<file path="src/rtl/alu_pkg.sv">
// Shared opcode constants, sequencer state encoding and opcode classification
// helpers for the nibble-serial ALU sequencer.
package alu_pkg;

    localparam logic [2:0] OP_AND = 3'b000;
    localparam logic [2:0] OP_OR  = 3'b001;
    localparam logic [2:0] OP_XOR = 3'b010;
    localparam logic [2:0] OP_SHR = 3'b011;
    localparam logic [2:0] OP_SHL = 3'b100;
    localparam logic [2:0] OP_SUB = 3'b101;
    localparam logic [2:0] OP_ADD = 3'b110;
    localparam logic [2:0] OP_SLT = 3'b111;

    typedef enum logic [1:0] {
        S_IDLE = 2'd0,
        S_RUN  = 2'd1,
        S_DONE = 2'd2
    } state_t;

    // Shifts and SLT do not decompose into independent nibbles, so they are rejected.
    function automatic logic is_legal_op(input logic [2:0] op);
        return (op == OP_AND) || (op == OP_OR) || (op == OP_XOR) ||
               (op == OP_SUB) || (op == OP_ADD);
    endfunction

    function automatic logic is_arith_op(input logic [2:0] op);
        return (op == OP_SUB) || (op == OP_ADD);
    endfunction

endpackage

</file>
<file path="src/rtl/alu_nibble_sequencer.sv">
// Runs W-bit ADD/SUB/AND/OR/XOR on an external 4-bit ALU, one nibble per cycle,
// LSB nibble first, chaining carry/borrow and collecting the result and N/Z/C/V.
module alu_nibble_sequencer
    import alu_pkg::*;
#(
    parameter int NIBBLES = 4
) (
    input  logic                   clk,
    input  logic                   rst_n,
    input  logic                   start,
    input  logic [2:0]             op,
    input  logic [4*NIBBLES-1:0]   a,
    input  logic [4*NIBBLES-1:0]   b,
    input  logic                   cin,
    output logic                   ready,
    output logic                   done,
    output logic                   err,
    output logic [4*NIBBLES-1:0]   result,
    output logic                   n,
    output logic                   z,
    output logic                   c,
    output logic                   v,
    output logic [3:0]             alu_a,
    output logic [3:0]             alu_b,
    output logic [2:0]             alu_op,
    output logic                   alu_cin,
    input  logic [3:0]             alu_y,
    input  logic                   alu_c,
    input  logic                   alu_v
);

    localparam int W  = 4 * NIBBLES;
    localparam int IW = $clog2(NIBBLES);

    state_t          r_state;
    state_t          w_nextState;
    logic [IW-1:0]   r_idx;
    logic [W-1:0]    r_a;
    logic [W-1:0]    r_b;
    logic [2:0]      r_op;
    logic            r_cin;
    logic            r_carry;
    logic [W-1:0]    r_result;
    logic            r_err;
    logic            r_n;
    logic            r_z;
    logic            r_c;
    logic            r_v;

    logic            w_lastNibble;
    logic            w_isArith;
    logic [W-1:0]    w_aShift;
    logic [W-1:0]    w_bShift;
    logic [W-1:0]    w_ySpread;
    logic [W-1:0]    w_newResult;

    assign w_lastNibble = (r_idx == IW'(NIBBLES - 1));
    assign w_isArith    = is_arith_op(r_op);
    assign w_aShift     = r_a >> {r_idx, 2'b00};
    assign w_bShift     = r_b >> {r_idx, 2'b00};
    // The result register is cleared on accept, so OR-ing in each nibble is enough.
    assign w_ySpread    = W'(alu_y) << {r_idx, 2'b00};
    assign w_newResult  = r_result | w_ySpread;

    always_ff @(posedge clk or negedge rst_n) begin
        if (!rst_n) r_state <= S_IDLE;
        else        r_state <= w_nextState;
    end

    always_comb begin
        w_nextState = r_state;
        case (r_state)
            S_IDLE: if (start) w_nextState = is_legal_op(op) ? S_RUN : S_DONE;
            S_RUN:  if (w_lastNibble) w_nextState = S_DONE;
            S_DONE: w_nextState = S_IDLE;
            default: w_nextState = S_IDLE;
        endcase
    end

    always_comb begin
        alu_a   = 4'd0;
        alu_b   = 4'd0;
        alu_op  = OP_AND;
        alu_cin = 1'b0;
        if (r_state == S_RUN) begin
            alu_a   = w_aShift[3:0];
            alu_b   = w_bShift[3:0];
            alu_op  = r_op;
            alu_cin = (r_idx == '0) ? r_cin : r_carry;
        end
    end

    always_ff @(posedge clk or negedge rst_n) begin
        if (!rst_n) begin
            r_idx    <= '0;
            r_a      <= '0;
            r_b      <= '0;
            r_op     <= OP_AND;
            r_cin    <= 1'b0;
            r_carry  <= 1'b0;
            r_result <= '0;
            r_err    <= 1'b0;
            r_n      <= 1'b0;
            r_z      <= 1'b0;
            r_c      <= 1'b0;
            r_v      <= 1'b0;
        end else begin
            case (r_state)
                S_IDLE: begin
                    if (start) begin
                        r_result <= '0;
                        r_n      <= 1'b0;
                        r_z      <= 1'b0;
                        r_c      <= 1'b0;
                        r_v      <= 1'b0;
                        r_idx    <= '0;
                        r_carry  <= 1'b0;
                        if (is_legal_op(op)) begin
                            r_a   <= a;
                            r_b   <= b;
                            r_op  <= op;
                            r_cin <= cin & is_arith_op(op);
                            r_err <= 1'b0;
                        end else begin
                            r_err <= 1'b1;
                        end
                    end
                end
                S_RUN: begin
                    r_result <= w_newResult;
                    r_carry  <= alu_c & w_isArith;
                    r_idx    <= r_idx + IW'(1);
                    if (w_lastNibble) begin
                        r_idx <= '0;
                        r_n   <= w_newResult[W-1];
                        r_z   <= (w_newResult == '0);
                        r_c   <= alu_c & w_isArith;
                        r_v   <= alu_v & w_isArith;
                    end
                end
                default: ;
            endcase
        end
    end

    assign ready  = (r_state == S_IDLE);
    assign done   = (r_state == S_DONE);
    assign err    = r_err;
    assign result = r_result;
    assign n      = r_n;
    assign z      = r_z;
    assign c      = r_c;
    assign v      = r_v;

endmodule
</file>
<file path="config.mk">
export PLATFORM = sky130hd
export DESIGN_NAME = alu_nibble_sequencer
export DESIGN_NICKNAME = d
export VERILOG_FILES = /design/src/rtl/alu_pkg.sv /design/src/rtl/alu_nibble_sequencer.sv
export SDC_FILE = /design/constraint.sdc
export NUM_CORES = 1
export LEC_CHECK = 0
export CORE_MARGIN = 2
export CORE_UTILIZATION = 44
export DETAILED_ROUTE_END_ITERATION = 8
export GPL_TIMING_DRIVEN = 1
export PLACE_DENSITY = 0.77
export REMOVE_ABC_BUFFERS = 1
export SYNTH_ARGS = -nofsm -noshare
export SYNTH_HDL_FRONTEND = slang
export SYNTH_SLANG_ARGS = --single-unit
</file>
<file path="constraint.sdc">
create_clock -name clk -period 1.58 [get_ports clk]
set_input_delay 0.237 -clock clk [delete_from_list [all_inputs] [get_ports clk]]
set_output_delay 0.237 -clock clk [all_outputs]
set_load 0.05 [all_outputs]
</file>
# Yosys cells after proc, flatten, opt, wreduce, memory -nomap -nowiden
# Cells that the tools add are included.
[classes]
n_mul = 0
n_div = 0
shifts = 3
magnitude_cmp = 0
muxes = 25
n_reduce_logical = 16
add_sub_neg = 1
bitwise = 4
eq_ne = 11
[ops]
columns = ["operator", "n"]
rows = [
  ["$pmux 16 s2", 1],
  ["$shr 16x4->4", 2],
  ["$logic_not 16->1", 1],
  ["$mux 16", 1],
  ["$or 16x16->16", 1],
  ["$shl 4x4->16", 1],
  ["$eq 3x3->1 const B", 4],
  ["$mux 2", 5],
  ["$pmux 1 s2", 5],
  ["$mux 1", 8],
  ["$mux 4", 2],
  ["$pmux 2 s2", 2],
  ["$logic_or 1x1->1", 6],
  ["$reduce_and 2->1", 3],
  ["$reduce_and 3->1", 2],
  ["$eq 2x2->1 const B", 2],
  ["$logic_not 2->1", 2],
  ["$ne 2x2->1 const B", 2],
  ["$and 1x1->1", 3],
  ["$eq 3x1->1 const B", 1],
  ["$eq 3x2->1 const B", 1],
  ["$logic_not 3->1", 1],
  ["$mux 3", 1],
  ["$add 2x1->2 const B", 1],
  ["2 further kinds", 2],
]
[word_totals]
mem_count = 0
reg_bits = 62
elab_cells = 73
ramBits = 0
mem_bits_ro = 0
inputBits = 45
latch_bits = 0

# Logic depth before layout (Yosys ltp)
[logic_depth]
ltp_word = 8
ltp_mapped = 6
mapped_depth_nobuf = 4

# Least setup slack after synthesis
# Ideal clock, no wire load.
[synth_timing]
path_type = "register to output"
from = "register r_idx[0]"
to = "output alu_cin"
t_required_ps = 1343
n_path_buf = 2
stages_incl_launch_ff = 7
t_arrival_ps = 1755
setup_slack_ps = -412
cell_sequence = "dfrtp_1 -> buf_4 -> buf_2 -> inv_1 -> ha_1 -> mux2i_1 -> nor2_1"
[synth_between]
elab_chain_cells = 3
[synth_lines]
columns = ["element", "line", "source"]
rows = [
  ["start, declared", "alu_nibble_sequencer.sv:37", "logic [IW-1:0] r_idx;"],
  ["start signal, assigned", "alu_nibble_sequencer.sv:132", "r_idx <= r_idx + IW'(1);"],
  ["$logic_not 2->1", "alu_nibble_sequencer.sv:89", "alu_cin = (r_idx == '0) ? r_cin : r_carry;"],
  ["$mux 1", "alu_nibble_sequencer.sv:89", ""],
  ["$mux 1", "alu_nibble_sequencer.sv:85", "if (r_state == S_RUN) begin"],
  ["end, declared", "alu_nibble_sequencer.sv:26", "output logic alu_cin,"],
]
# No other way between the ends.

# Worst setup path after layout
[layout_timing]
from = "register r_idx[0]"
to = "output alu_a[1]"
[layout_between]
elab_chain_cells = 2
[layout_lines]
columns = ["element", "line", "source"]
rows = [
  ["$shr 16x4->4", "alu_nibble_sequencer.sv:59", "assign w_aShift = r_a >> {r_idx, 2'b00};"],
  ["$mux 4", "alu_nibble_sequencer.sv:85", ""],
  ["end, declared", "alu_nibble_sequencer.sv:23", "output logic [3:0] alu_a,"],
]
# No other way between the ends.

==> metrics.txt <==
DRT iter0 DRCs 121; post-DP HPWL 4.994 mm; count leader, synth dfrtp_1; Syn Std Cell Area 2974 um^2; diode count 0; vias in the first global route 2470; Clk pwr share 12.4%; Final setup viols 40; net switching power 4.226 mW; std cell rows 29; Rel. slew slack 61.52%; die width 86.22 um; Starting Density 46.05%; R2R Path Start r_state[0]; ys flop type dfrtp_1; largest fanout on the critical path 6; Sequential Power Share 27.4%; status complete, but fails checks; crit end category primary output; Yosys cell types 43; WHS 0.4301 ns; Reg area 1554 um^2; gr usage total 21.48%; share of cells above drive strength 1 44.67%; LEAKAGE 2.064 nW; power share of the combinational group 60.2%; Synth async-reset ratio 100.0%; Total Power 10.47 mW; Post-Syn Instances 221; die area 7433 um^2; Final WS setup -0.3382 ns; total CTS buffers 9; biggest area consumer among synthesized cells dfrtp_1; Synth top area share 52.17%; total of max-cap violations 0; gpl congestion 0.7947; final worst path period share 121.4%; clk root buf clkbuf_8; post-synthesis area per instance 13.46 um^2; via count 2288; register bit total from synthesis 62; 1st-pass router iterations 4; largest net degree at the start of global routing 63; Internal Power 6.241 mW; GRT Residual Overflow 0; multi-input logic area 1401 um^2; Switching Share 40.38%; CTS sink count 62; Slew @ Worst Pin 0.5727 ns; Yosys warnings 0; Critical Path RT 1.34 ns; Post-synth EDFFs 0; failing checks setup timing; port bufs 79; flop-to-flop setup slack -0.06 ns; largest cells by area after synthesis dfrtp_1 (52%), mux2_4 (14%), mux4_2 (6.1%), a22o_1 (2.4%), and2_1 (2.1%); Detail Route Antenna Nets 0; crit path DAT 1.68 ns; RR Endpoint r_a[12]; max-slew violations 0; WL final 7.346 mm; Fmax achieved 521.3 MHz; Core ar. 6459 um^2; io pins 80; DRC errors left 0; Max VDD drop 1.351 mV; first-pass GRT wire length 12.25 mm; cell area after layout 4476 um^2; sequential area share after synthesis 52.17%; Fin. Hold Viols 0; Worst Skew 0.005828 ns; Cell Pwr Density 2339 nW/um^2; Routed WL per cell 17.70 um; RSZ-0062 raised after global routing yes; fillcell total 474; Post-DP Area 4101 um^2; Clock transition at path regs 0.07 ns; initial antenna violation count 0; critical path type flip-flop to primary output; H-tree depth 3; Max Buffers Root-to-Sink 2; die height 86.22 um; CP Launch Point r_idx[0]; list of most frequent post-synthesis cells dfrtp_1 (62), mux2_4 (28); CP Launch Type flip-flop; Nets 380; Hold WC Path Type input pin to async pin; setup tns final -4.057 ns; post-layout minimum cycle time 1.918 ns; area grow syn2layout 50.48%; drt via density 5.513; worst reg-to-reg path cell count 5; worst skew pair latency 0.34 ns; CTS tree yes
==> how the worst max path moves through the flow <==
stage / cells after the start / endpoint
6_report: 4 / alu_a[1]
3_3_place_gp: 5 / r_a[9]
2_1_floorplan: 4 / alu_cin
4_1_cts: 4 / alu_a[2]
3_5_place_dp: 5 / r_a[9]
5_1_grt: 4 / alu_a[1]
==> layout make-up <==
cell class,instances,area share (%)
inverters,4,0.3355
clock buffers,16,4.026
flip-flops and latches,62,34.72
repair buffers,116,27.45
multi-input cells,140,31.31
well taps,77,2.153
==> layout by cell type, fill, tap and decap left out, types with 9 or more instances in the layout <==
| cell type | Yosys | routed |
|---|---|---|
| nand2_1 | 10 | 10 |
| buf_6 | 5 | 10 |
| dfrtp_1 | 62 | 60 |
| buf_4 | 1 | 44 |
| clkdlybuf4s50_1 | 0 | 43 |
| clkbuf_8 | 0 | 12 |
| buf_12 | 0 | 17 |
| and2_4 | 0 | 9 |
| mux2_4 | 28 | 28 |
==> power groups by stage <==
stage | logic [mW] | registers (mW) | clock network (mW)
2_1_floorplan | 2.69 | 3.50 | 0
4_1_cts | 6.20 | 2.84 | 1.31
3_5_place_dp | 5.71 | 2.86 | 0
5_1_grt | 6.62 | 2.97 | 1.39
3_3_place_gp | 5.62 | 2.81 | 0
6_report | 6.30 | 2.87 | 1.30
==> cells by family (layout without fill, tap and decap cells) <==
family / Yosys count / after routing / synth area share, %
adders and majority gates: 2 / 2 / 0.8413
and+or+nand+nor: 57 / 57 / 11.53
DFF: 62 / 62 / 52.17
muxes: 42 / 42 / 22.42
xor gates and xnor gates: 1 / 1 / 0.2945
buffers and inverters: 19 / 136 / 4.039
AOI/OAI and AO/OA: 38 / 38 / 8.709
==> repair_timing <==
item / in CTS / in global routing
hold buffers: 1 / 0
hold endpoints to repair: 62 / 0
resized for setup: 32 / 10
endpoints found under the setup margin: 17 / 53
pin swaps: 10 / 3
buffers inserted: 4 / 1
gates cloned: 1 / 0
==> metal layers <==
| metal | up-vias | GRT usage [%] | share of wire (%) |
|---|---|---|---|
| li1 | 1035 | - | - |
| met1 | 1145 | 28.17 | 44 |
| met2 | 93 | 33.90 | 47 |
| met3 | 15 | 5.333 | 6.3 |
| met4 | 0 | 9.801 | 1.9 |
| met5 | - | 0 | 0 |
==> state kept, by name, indices dropped and copies added, names as in the netlist <==
| register | count |
|---|---|
| c | 1 |
| r_b | 16 |
| err | 1 |
| n | 1 |
| z | 1 |
| r_idx | 2 |
| r_cin | 1 |
| r_state | 2 |
| v | 1 |
| r_a | 16 |
| result | 16 |
| r_op | 3 |
| r_carry | 1 |
==> worst max-delay path, stage by stage (launching register included) <==
cell	delay (ns)
dfrtp_1	0.38
buf_6	0.15
mux4_2	0.50
and2_4	0.17
buf_12	0.14
==> per-stage QoR <==
stage	setup WS, ns	util, %	std cells
4_1_cts	-0.3596	68.56	414
6_report	-0.3382	69.29	415
2_1_floorplan	-0.5168	-	206
3_3_place_gp	-0.3157	63.50	392
5_1_grt	-0.4070	69.29	415
3_5_place_dp	-0.3299	63.50	392
No activity file was read; power rests on OpenSTA's default activity.
